<file path="src/rtl/sprite_pkg.sv">
// Sprite animator states, register map of one sprite block and the delta helper.
package sprite_pkg;

    typedef enum logic [3:0] {
        SETTLE  = 4'd0,
        SZ_REQ  = 4'd1,
        SZ_ACK  = 4'd2,
        IDLE    = 4'd3,
        POS_REQ = 4'd4,
        POS_ACK = 4'd5,
        UPD     = 4'd6,
        ADR_REQ = 4'd7,
        ADR_ACK = 4'd8,
        NEXT    = 4'd9
    } state_t;

    localparam logic [31:0] REG_POS    = 32'h0;
    localparam logic [31:0] REG_SIZE   = 32'h4;
    localparam logic [31:0] REG_ADDR   = 32'h8;
    localparam logic [31:0] SPR_STRIDE = 32'd16;
    localparam logic [31:0] IMG_STRIDE = 32'h2000;

    // A sprite must always move, so a zero random step becomes +1.
    function automatic logic [11:0] sext_delta(input logic [3:0] n);
        return (n == 4'd0) ? 12'd1 : {{8{n[3]}}, n};
    endfunction

endpackage

</file>
<file path="src/rtl/wishbone_pkg.sv">
// Shared Wishbone 32-bit request/response types used by the bus masters in this slice.
package wishbone_pkg;

    typedef enum logic [1:0] {
        LINEAR = 2'd0,
        WRAP4  = 2'd1,
        WRAP8  = 2'd2,
        WRAP16 = 2'd3
    } wb_bte_t;

    typedef enum logic [2:0] {
        CLASSIC     = 3'd0,
        CONST_BURST = 3'd1,
        INCR_BURST  = 3'd2,
        END_BURST   = 3'd7
    } wb_cti_t;

    typedef struct packed {
        logic        cyc;
        logic        stb;
        logic        we;
        logic [3:0]  sel;
        logic [31:0] adr;
        logic [31:0] dat;
        wb_bte_t     bte;
        wb_cti_t     cti;
        logic [7:0]  blen;
        logic [3:0]  cid;
    } wb_write_request32_t;

    typedef struct packed {
        logic        ack;
        logic        err;
        logic        rty;
        logic [31:0] dat;
    } wb_read_response32_t;

endpackage

</file>
<file path="src/rtl/lfsr27.sv">
// Free-running 27-bit Fibonacci LFSR (x^27 + x^5 + x^2 + x + 1), advances every clock.
module lfsr27 #(
    parameter logic [26:0] SEED = 27'h2A5A5A5
) (
    input  logic        clk,
    input  logic        rst_n,
    output logic [26:0] q
);

    always_ff @(posedge clk or negedge rst_n) begin
        if (!rst_n) begin
            q <= SEED;
        end else begin
            q <= {q[25:0], q[26] ^ q[4] ^ q[1] ^ q[0]};
        end
    end

endmodule

</file>
<file path="src/rtl/sprite_animator.sv">
// Wishbone write master that sizes NSPR sprites once, then moves them as bouncing objects per vsync.
//
// state   | meaning
// SETTLE  | let the LFSR run INIT_DLY cycles after reset
// SZ_REQ  | issue SIZE write for sprite idx, latch grid position and random deltas
// SZ_ACK  | wait for ack/timeout of SIZE write
// IDLE    | wait for a vsync rising edge with en_i=1
// POS_REQ | issue POS write for sprite idx
// POS_ACK | wait for ack/timeout of POS write
// UPD     | reflect deltas at bounds and advance position
// ADR_REQ | issue image ADDR write (mirrored image when moving right)
// ADR_ACK | wait for ack/timeout of ADDR write
// NEXT    | step to next sprite or finish the pass
module sprite_animator
    import wishbone_pkg::*;
    import sprite_pkg::*;
#(
    parameter int          NSPR       = 32,
    parameter logic [31:0] REG_BASE   = 32'h0,
    parameter logic [31:0] IMG_BASE   = 32'h00300000,
    parameter logic [31:0] IMG_MIRROR = 32'h1000,
    parameter int          HMIN       = 260,
    parameter int          HMAX       = 980,
    parameter int          VMIN       = 50,
    parameter int          VMAX       = 580,
    parameter int          H0         = 200,
    parameter int          HSTEP      = 70,
    parameter int          V0         = 100,
    parameter int          VSTEP      = 100,
    parameter int          INIT_DLY   = 100000,
    parameter int          TIMEOUT    = 255
) (
    input  logic                clk,
    input  logic                rst_n,
    input  logic                en_i,
    input  logic                vsync_i,
    output logic                cs,
    output wb_write_request32_t wb_req,
    input  wb_read_response32_t wb_resp,
    output logic                busy_o,
    output logic                ovr_o,
    output logic                err_o,
    output logic [3:0]          state_o
);

    localparam int             IW       = (NSPR > 1) ? $clog2(NSPR) : 1;
    localparam logic [IW-1:0]  LAST     = IW'(NSPR - 1);
    localparam logic [31:0]    DLY_LAST = 32'(INIT_DLY - 1);
    localparam logic [7:0]     TMO_LAST = 8'(TIMEOUT - 1);
    localparam logic [11:0]    HMIN12   = 12'(HMIN);
    localparam logic [11:0]    HMAX12   = 12'(HMAX);
    localparam logic [11:0]    VMIN12   = 12'(VMIN);
    localparam logic [11:0]    VMAX12   = 12'(VMAX);

    state_t             state;
    logic [IW-1:0]      idx;
    logic [31:0]        dly_cnt;
    logic [7:0]         tmo_cnt;
    logic [2:0]         vs_q;
    logic [26:0]        lfsr;
    logic [11:0]        hpos   [NSPR];
    logic [11:0]        vpos   [NSPR];
    logic signed [11:0] hdelta [NSPR];
    logic signed [11:0] vdelta [NSPR];

    logic               vs_rise;
    logic [31:0]        idx32, blk_adr, wr_adr, wr_dat;
    logic [11:0]        h_cur, v_cur, h_grid, v_grid;
    logic signed [11:0] hd_cur, vd_cur, hd_upd, vd_upd;
    logic [1:0]         r;
    logic               lfsr_unused, resp_unused;

    lfsr27 u_lfsr (
        .clk   (clk),
        .rst_n (rst_n),
        .q     (lfsr)
    );

    assign vs_rise     = vs_q[1] & ~vs_q[2];
    assign cs          = wb_req.cyc;
    assign state_o     = state;
    assign lfsr_unused = ^{lfsr[22:12], lfsr[7:2]};
    assign resp_unused = ^{wb_resp.err, wb_resp.rty, wb_resp.dat};

    always_comb begin
        idx32   = 32'(idx);
        blk_adr = REG_BASE + idx32 * SPR_STRIDE;
        h_cur   = hpos[idx];
        v_cur   = vpos[idx];
        hd_cur  = hdelta[idx];
        vd_cur  = vdelta[idx];
        h_grid  = 12'(H0 + (idx32 % 8) * HSTEP);
        v_grid  = 12'(V0 + (idx32 / 8) * VSTEP);
        r       = lfsr[1:0];
        // Direction-gated reflection: a sprite already heading back inward is left alone.
        hd_upd  = ((h_cur < HMIN12 && hd_cur[11]) || (h_cur > HMAX12 && !hd_cur[11])) ? -hd_cur : hd_cur;
        vd_upd  = ((v_cur < VMIN12 && vd_cur[11]) || (v_cur > VMAX12 && !vd_cur[11])) ? -vd_cur : vd_cur;
        wr_adr  = wb_req.adr;
        wr_dat  = wb_req.dat;
        case (state)
            SZ_REQ: begin
                wr_adr = blk_adr + REG_SIZE;
                wr_dat = {4'h8, 4'hA, 2'b00, r, 2'b00, r, 8'd21, 8'd24};
            end
            POS_REQ: begin
                wr_adr = blk_adr + REG_POS;
                wr_dat = {4'h0, v_cur, 4'h0, h_cur};
            end
            ADR_REQ: begin
                wr_adr = blk_adr + REG_ADDR;
                wr_dat = IMG_BASE + idx32 * IMG_STRIDE + (hd_cur[11] ? 32'h0 : IMG_MIRROR);
            end
            default: ;
        endcase
    end

    always_ff @(posedge clk or negedge rst_n) begin
        if (!rst_n) begin
            state       <= SETTLE;
            idx         <= '0;
            dly_cnt     <= '0;
            tmo_cnt     <= '0;
            vs_q        <= '0;
            busy_o      <= 1'b1;
            ovr_o       <= 1'b0;
            err_o       <= 1'b0;
            wb_req.cyc  <= 1'b0;
            wb_req.stb  <= 1'b0;
            wb_req.we   <= 1'b0;
            wb_req.sel  <= 4'hF;
            wb_req.adr  <= '0;
            wb_req.dat  <= '0;
            wb_req.bte  <= LINEAR;
            wb_req.cti  <= CLASSIC;
            wb_req.blen <= '0;
            wb_req.cid  <= 4'd7;
            for (int i = 0; i < NSPR; i++) begin
                hpos[i]   <= '0;
                vpos[i]   <= '0;
                hdelta[i] <= '0;
                vdelta[i] <= '0;
            end
        end else begin
            vs_q <= {vs_q[1:0], vsync_i};
            if (vs_rise && busy_o) ovr_o <= 1'b1;
            case (state)
                SETTLE: begin
                    if (dly_cnt == DLY_LAST) state <= SZ_REQ;
                    else                     dly_cnt <= dly_cnt + 32'd1;
                end
                SZ_REQ, POS_REQ, ADR_REQ: begin
                    if (!wb_resp.ack) begin
                        wb_req.cyc <= 1'b1;
                        wb_req.stb <= 1'b1;
                        wb_req.we  <= 1'b1;
                        wb_req.adr <= wr_adr;
                        wb_req.dat <= wr_dat;
                        tmo_cnt    <= '0;
                        case (state)
                            SZ_REQ: begin
                                hpos[idx]   <= h_grid;
                                vpos[idx]   <= v_grid;
                                hdelta[idx] <= sext_delta(lfsr[26:23]);
                                vdelta[idx] <= sext_delta(lfsr[11:8]);
                                state       <= SZ_ACK;
                            end
                            POS_REQ: state <= POS_ACK;
                            default: state <= ADR_ACK;
                        endcase
                    end
                end
                SZ_ACK, POS_ACK, ADR_ACK: begin
                    // A timed-out write is treated as acked so a dead slave cannot stall the pass.
                    if (wb_resp.ack || tmo_cnt == TMO_LAST) begin
                        wb_req.cyc <= 1'b0;
                        wb_req.stb <= 1'b0;
                        wb_req.we  <= 1'b0;
                        if (!wb_resp.ack) err_o <= 1'b1;
                        case (state)
                            SZ_ACK: begin
                                if (idx == LAST) begin
                                    idx    <= '0;
                                    busy_o <= 1'b0;
                                    state  <= IDLE;
                                end else begin
                                    idx   <= idx + 1'b1;
                                    state <= SZ_REQ;
                                end
                            end
                            POS_ACK: state <= UPD;
                            default: state <= NEXT;
                        endcase
                    end else begin
                        tmo_cnt <= tmo_cnt + 8'd1;
                    end
                end
                IDLE: begin
                    if (vs_rise && en_i) begin
                        busy_o <= 1'b1;
                        state  <= POS_REQ;
                    end
                end
                UPD: begin
                    hdelta[idx] <= hd_upd;
                    vdelta[idx] <= vd_upd;
                    hpos[idx]   <= h_cur + $unsigned(hd_upd);
                    vpos[idx]   <= v_cur + $unsigned(vd_upd);
                    state       <= ADR_REQ;
                end
                NEXT: begin
                    if (idx == LAST) begin
                        idx    <= '0;
                        busy_o <= 1'b0;
                        state  <= IDLE;
                    end else begin
                        idx   <= idx + 1'b1;
                        state <= POS_REQ;
                    end
                end
                default: state <= SETTLE;
            endcase
        end
    end

endmodule
</file>
<file path="config.mk">
export PLATFORM = sky130hd
export DESIGN_NAME = sprite_animator
export DESIGN_NICKNAME = d
export VERILOG_FILES = /design/src/rtl/sprite_pkg.sv /design/src/rtl/wishbone_pkg.sv /design/src/rtl/lfsr27.sv /design/src/rtl/sprite_animator.sv
export SDC_FILE = /design/constraint.sdc
export NUM_CORES = 2
export LEC_CHECK = 0
export BUFFER_PORTS_ARGS = -buffer_cell sky130_fd_sc_hd__buf_2
export CORE_UTILIZATION = 30
export DETAILED_ROUTE_END_ITERATION = 10
export SLEW_MARGIN = 10
export SYNTH_ARGS = -nofsm -noshare
export SYNTH_HDL_FRONTEND = slang
export SYNTH_SLANG_ARGS = --single-unit
</file>
<file path="constraint.sdc">
create_clock -name clk -period 15.9 [get_ports clk]
set_input_delay 1.59 -clock clk [delete_from_list [all_inputs] [get_ports clk]]
set_output_delay 1.59 -clock clk [all_outputs]
set_load 0.02 [all_outputs]
</file>
Yosys cells after proc, flatten, opt, wreduce, memory -nomap -nowiden
Cells that the tools add are included.
{"block": "totals", "latch_bits": 0, "n_memories": 0, "mem_bits_rw": 0, "romBits": 0, "reg_bits": 1685}
{"block": "classes", "reduce_logical": 31, "n_eq_ne": 19, "n_div": 0, "muxes": 65, "shift": 0, "n_mul": 2, "n_lt_le_gt_ge": 6, "n_bitwise": 8, "add_sub_neg": 13}
{"cell": "$bwmux 384", "count": 8}
{"cell": "$mux 384", "count": 8}
{"cell": "$pmux 384 s2", "count": 4}
{"cell": "$bmux 12 s5", "count": 4}
{"cell": "$pmux 32 s3", "count": 2}
{"cell": "$mux 12", "count": 13}
{"cell": "$demux 12 s5", "count": 1}
{"cell": "$add 32x1->32 const B", "count": 1}
{"cell": "$eq 32x17->1 const B", "count": 1}
{"cell": "$add 12x12->12", "count": 2}
{"cell": "$add 23x13->24", "count": 1}
{"cell": "$gt 12x10->1 const B", "count": 2}
{"cell": "$neg 12->12", "count": 2}
{"cell": "$pmux 4 s6", "count": 1}
{"cell": "$add 22x18->23 const A", "count": 1}
{"cell": "$reduce_and 3->1", "count": 6}
{"cell": "$eq 4x3->1 const B", "count": 4}
{"cell": "$mux 4", "count": 4}
{"cell": "$mux 8", "count": 2}
{"cell": "$pmux 4 s2", "count": 2}
{"cell": "$pmux 8 s2", "count": 1}
{"cell": "$mux 5", "count": 3}
{"cell": "$ne 2x2->1 const B", "count": 7}
{"cell": "$mux 13", "count": 1}
{"cell": "36 further kinds", "count": 63}

Depth between registers and ports, before layout
{"block": "logic_depth", "ltp_word": 11, "mapped_depth": 32}

Modules after synthesis
From an unflattened synthesis, not the netlist that was laid out.
{"block": "hier_totals", "hier_cells": 7343, "area_unflattened_um2": 76532.2}
{"module": "sprite_animator", "area_per_inst_um2": 75814.0, "cells_per_inst": 7313, "n_inst": 1}
{"module": "lfsr27", "area_per_inst_um2": 718.2, "cells_per_inst": 30, "n_inst": 1}

Worst setup path after synthesis
OpenSTA, ideal clock, no wires.
{"block": "synth_timing", "path_type": "reg2reg", "startpoint": "register idx[1]", "endpoint": "register vpos[250] (netlist bit)", "required_ns": 15.834, "synth_period_minus_slack_ns": 6.383, "path_buffers": 5, "t_arrival_ns": 6.316, "path_stages_with_launch": 26, "slack_ns": 9.517, "cell_sequence": "dfrtp_1 -> buf_2 -> buf_4 -> buf_2 -> buf_1 -> mux4_2 -> a22o_1 -> a211o_1 -> a22oi_1 -> o2111ai_1 -> a311oi_4 -> mux2i_1 -> and3_1 -> or2_2 -> ha_1 -> nor2b_1 -> o21ai_0 -> a21boi_0 -> o21ai_0 -> a21boi_0 -> o21ai_0 -> a21boi_0 -> or4b_2 -> o311ai_1 -> clkbuf_1 -> a22o_1"}
{"block": "synth_between", "elab_chain_len": 11, "elab_cells_between_ends": 26, "classes_between": "add/sub: 2; order compare: 4; mux: 14; bitwise: 1; reduce/logical: 5"}
{"element": "start: declaration", "line": "sprite_animator.sv:56", "source": "logic [IW-1:0] idx;"}
{"element": "start signal: assignment", "line": "sprite_animator.sv:186", "source": "idx <= idx + 1'b1;"}
{"element": "start signal: assignment", "line": "sprite_animator.sv:216", "source": "idx <= idx + 1'b1;"}
{"element": "$not 5->6 (implied by the code) (*)"}
{"element": "$bmux 12 s5, on equally long branches", "line": "sprite_animator.sv:89, sprite_animator.sv:91"}
{"element": "$mux 12, on equally long branches (2 in a row)", "line": "sprite_animator.sv:89, sprite_animator.sv:91"}
{"element": "$lt 12x6->1, or another cell as far along", "line": "sprite_animator.sv:97", "source": "vd_upd = ((v_cur < VMIN12 && vd_cur[11]) || (v_cur > VMAX12 && !vd_cur[11])) ? -vd_cur : vd_cur;"}
{"element": "$logic_and 1x1->1", "line": "sprite_animator.sv:97"}
{"element": "$logic_or 1x1->1", "line": "sprite_animator.sv:97"}
{"element": "$mux 12", "line": "sprite_animator.sv:97"}
{"element": "$add 12x12->12", "line": "sprite_animator.sv:207", "source": "vpos[idx] <= v_cur + $unsigned(vd_upd);"}
{"element": "$bwmux 384", "line": "sprite_animator.sv:207"}
{"element": "$pmux 384 s2 (*)", "line": "sprite_animator.sv:146", "source": "case (state)"}
{"element": "end signal: indexed assignment", "line": "sprite_animator.sv:162", "source": "vpos[idx] <= v_grid;"}
{"element": "end signal: indexed assignment", "line": "sprite_animator.sv:207"}
{"element": "end: declaration", "line": "sprite_animator.sv:62", "source": "logic [11:0] vpos [NSPR];"}
Every way passes the cells marked *; elsewhere a longest branch is shown, timed or not. The select of a mux whose other input is x is not followed.
A chain may end at the register's enable or synchronous reset.

Worst setup path after layout
{"block": "layout_timing", "startpoint": "register idx[0]", "endpoint": "register vpos[226] (netlist bit)"}
The elaborated chain is that of the path after synthesis.

==> Implementation_results.wiki <==
{| class="wikitable"
! Metric !! Value
|-
| Result of the run || completed
|-
| Layout cell share with drive strength beyond 1 || 13.6%
|-
| Kind of start point of the critical path || register
|-
| CTS tree || built
|-
| DRC violation count after routing || 0
|-
| Final net count || 7,188
|-
| Number of antenna violations at the first check in global routing || 6
|-
| IO buf count || 51
|-
| Share of synthesized area occupied by flip-flops and latches || 53.3%
|-
| Worst Path Class, Setup || register to register
|-
| Post-CTS Repair Setup Buffers || 0
|-
| First-pass iteration count of the detailed router || 7
|-
| Fraction of registers with async set or reset after synthesis || 100%
|-
| Data required time of the worst path || 16.66 ns
|-
| Number of pins with negative max-slew slack in the final report || 0
|-
| Number of buffers inserted during clock tree synthesis || 172
|-
| Total wire length after detailed routing || 264,000 um
|-
| Combined area of all synthesized cells || 77,700 sq um
|-
| Setup crit start || idx[0]
|-
| Post-synthesis area per instance || 10.6 sq um
|-
| Number of vias per cell || 5.62
|-
| Die width || 511 um
|-
| Pin count of the biggest net entering global routing || 182
|-
| H-Tree Level Count || 4
|-
| Final total negative setup slack || 0 ns
|-
| First-pass GRT wire length || 393,000 um
|-
| Clk slew on worst S/H paths || 0.06 ns
|-
| Post-layout instance count excluding filler cells || 10,600
|-
| Initial core utilization || 30.2%
|-
| Terminus of the critical flop-to-flop path || vpos[226]
|-
| Worst-case headroom to the max-slew limit || 12.0%
|-
| Power per cell area || 250 nW/um^2
|-
| Total placed cells including tap cells || 10,300
|-
| Leading cell type in the layout, fill and taps excluded || sky130_fd_sc_hd__dfrtp_1
|-
| Detailed-placement wirelength estimate || 162,000 um
|-
| Slew at the pin closest to its max-slew limit || 1.31 ns
|-
| Worst reg2reg startpoint || idx[0]
|-
| Placer Congestion || 0.920
|-
| Max Clk Rate || 108 MHz
|-
| Clk_lat worst skew || 0.86 ns
|-
| Cell row count || 186
|-
| Flops & latches, synth || 1,654
|-
| Warnings from Yosys || 21
|-
| Die ar. || 261,000 sq um
|-
| Critical path endpoint || vpos[226]
|-
| Max-cap violation count || 0
|-
| Root buffer selected by CTS || sky130_fd_sc_hd__clkbuf_16
|-
| Drt first-iter violations || 7,004
|-
| Number of top-level design ports || 135
|-
| Average wire per standard cell || 24.8 um
|-
| Gates resized, CTS repair || 0
|-
| Largest clock skew in the final design || 0.0476 ns
|-
| Final critical delay including setup and external delays || 9.25 ns
|-
| Bufs on Longest Clock Path || 3
|-
| Vias post-DR || 59,700
|-
| Leakage dissipation || 37.6 nW
|-
| Count of cell types in the netlist || 96
|-
| Setup violations, final || 0
|-
| Flop2flop setup slack || 6.65 ns
|-
| R2r worst-path depth || 22
|-
| Most frequent cells in the layout || sky130_fd_sc_hd__dfrtp_1, sky130_fd_sc_hd__nand2_1, sky130_fd_sc_hd__o21ai_0
|-
| Tightest Hold Check Type || register to register
|-
| Layout Area Growth over Synthesis || 11.9%
|-
| Overall overflow remaining after global route || 0
|-
| Unrepaired setup endpoints after global routing || false
|-
| Maximum fanout along the worst path || 88
|-
| Antenna-violating nets left || 0
|-
| Kind of end point of the critical path || register
|-
| Post-CTS Hold Buffers || 0
|-
| Total count of hold-check failures in the final report || 0
|-
| Final worst path period share || 58.1%
|-
| Worst-case vdd ir drop || 0.000386 V
|-
| Number of global-route vias before repair || 59,100
|-
| Overall fraction of global-route tracks in use || 19.9%
|-
| Primary flip-flop cell chosen by synthesis mapping || sky130_fd_sc_hd__dfrtp_1
|-
| CTS sink count || 1,654
|-
| DIE HEIGHT || 511 um
|-
| Arrival @ worst endpoint || 10.01 ns
|-
| Core region area || 257,000 sq um
|-
| Number of instances in the synthesized netlist || 7,325
|-
| Count of flip-flops with a built-in enable after synthesis || 0
|}
final cells by class:
cell class              count  area, sq um
flip-flops and latches   1654        41400
fillers                 25500       170000
clock inverters            39          567
diodes                      5         12.5
clock buffers             269         5170
multi-input cells        4988        33600
repair buffers            214         1620
well taps                3384         4230
inverters                  71          268
routing by layer:
metal | track usage, % | vias up | share of wire, %
li1 | - | 25600 | -
met1 | 26.5 | 30600 | 41
met2 | 30.8 | 2917 | 45
met3 | 4.82 | 563 | 9.6
met4 | 8.75 | 4 | 4.6
met5 | 0 | - | 0.010
per-stage QoR:
stage | util [%] | instance area, sq um | worst slack, ns | hold slack [ns] | total power, mW
6_report | 33.8 | 86900 | 6.65 | 0.349 | 21.7
5_1_grt | 33.8 | 86900 | 6.12 | 0.360 | 22.7
4_1_cts | 33.8 | 86800 | 6.71 | 0.351 | 21.5
3_5_place_dp | 31.5 | 81100 | 6.73 | 0.337 | 17.4
3_3_place_gp | 31.5 | 81100 | 6.77 | 0.337 | 17.2
2_1_floorplan | - | 77800 | 9.52 | 0.331 | 13.3
worst min-delay path by stage:
stage	from	endpoint	slack (ns)	cells after the start
6_report	u_lfsr.q[19]	u_lfsr.q[20]	0.35	0
4_1_cts	u_lfsr.q[19]	u_lfsr.q[20]	0.35	0
5_1_grt	u_lfsr.q[19]	u_lfsr.q[20]	0.36	0
2_1_floorplan	u_lfsr.q[19]	u_lfsr.q[20]	0.33	0
3_5_place_dp	u_lfsr.q[20]	u_lfsr.q[21]	0.34	0
3_3_place_gp	u_lfsr.q[3]	u_lfsr.q[4]	0.34	0
report_power, final:
part / leakage [nW] / switching [mW] / total (mW) / internal [mW]
registers: 22.3 / 0.682 / 5.98 / 5.30
clock network: 2.81 / 1.77 / 4.12 / 2.35
logic: 12.5 / 8.32 / 11.6 / 3.32
critical path: stages, from the launching register on:
cell,delay (ns)
sky130_fd_sc_hd__dfrtp_4,0.81
sky130_fd_sc_hd__buf_12,0.61
sky130_fd_sc_hd__buf_4,0.77
sky130_fd_sc_hd__mux4_2,0.59
sky130_fd_sc_hd__a211o_1,0.30
sky130_fd_sc_hd__o22ai_1,0.73
sky130_fd_sc_hd__o2111ai_1,0.34
sky130_fd_sc_hd__a311oi_4,0.63
sky130_fd_sc_hd__mux2i_1,0.41
sky130_fd_sc_hd__and3_1,0.33
sky130_fd_sc_hd__or2_2,0.28
sky130_fd_sc_hd__ha_1,0.36
sky130_fd_sc_hd__nor2b_1,0.15
sky130_fd_sc_hd__o21ai_0,0.21
sky130_fd_sc_hd__a21boi_0,0.15
sky130_fd_sc_hd__o21ai_0,0.24
sky130_fd_sc_hd__a21boi_0,0.18
sky130_fd_sc_hd__o21ai_0,0.23
sky130_fd_sc_hd__a21boi_0,0.18
sky130_fd_sc_hd__or4b_2,0.68
sky130_fd_sc_hd__o311ai_4,0.12
sky130_fd_sc_hd__buf_4,0.42
sky130_fd_sc_hd__a22o_1,0.19
kinds of logic (layout without fill, tap and decap cells):
kind of cell | Yosys count | in the layout | synth area share (%)
buffers and inverters | 731 | 593 | 4.54
muxes | 517 | 517 | 11.9
other | 1 | 54 | 0.00483
AOI/OAI and AO/OA | 2223 | 2223 | 17.8
adders and majority gates | 48 | 48 | 0.802
DFF | 1654 | 1654 | 53.3
and+or+nand+nor | 2083 | 2083 | 10.8
xor gates and xnor gates | 68 | 68 | 0.854
synth_stat cells, drive strengths merged (7+ instances only):
cell | instances | area [sq um]
a211o | 19 | 166
a211oi | 376 | 2850
a21o | 11 | 82.6
a21oi | 236 | 1180
a22o | 104 | 911
a22oi | 42 | 315
a31oi | 12 | 81.3
and2 | 21 | 131
and3 | 21 | 131
buf | 246 | 1710
clkbuf | 414 | 1550
dfrtp | 1640 | 41000
dfstp | 14 | 368
ha | 45 | 563
inv | 70 | 263
mux2 | 7 | 78.8
mux2i | 186 | 1870
mux4 | 324 | 7320
nand2 | 1118 | 4200
nand2b | 11 | 68.8
nand3 | 44 | 225
nand4 | 13 | 81.3
nor2 | 709 | 2660
nor2b | 17 | 106
nor3 | 84 | 420
nor4 | 11 | 83.8
o21a | 134 | 1010
o21ai | 1105 | 5650
o221ai | 47 | 418
o22a | 12 | 105
o22ai | 47 | 294
o31ai | 11 | 87.6
or2 | 7 | 43.8
or3 | 11 | 68.8
xnor2 | 48 | 473
xor2 | 20 | 190
state kept, by name, indices dropped and copies added, names as in the netlist, 3 cells and up:
| name | flops |
|---|---|
| tmo_cnt | 8 |
| hdelta | 384 |
| u_lfsr.q | 27 |
| vs_q | 3 |
| vdelta | 384 |
| idx | 5 |
| hpos | 384 |
| wb_req | 35 |
| state_o | 4 |
| dly_cnt | 32 |
| vpos | 384 |
(Power assumes the default switching activity.)
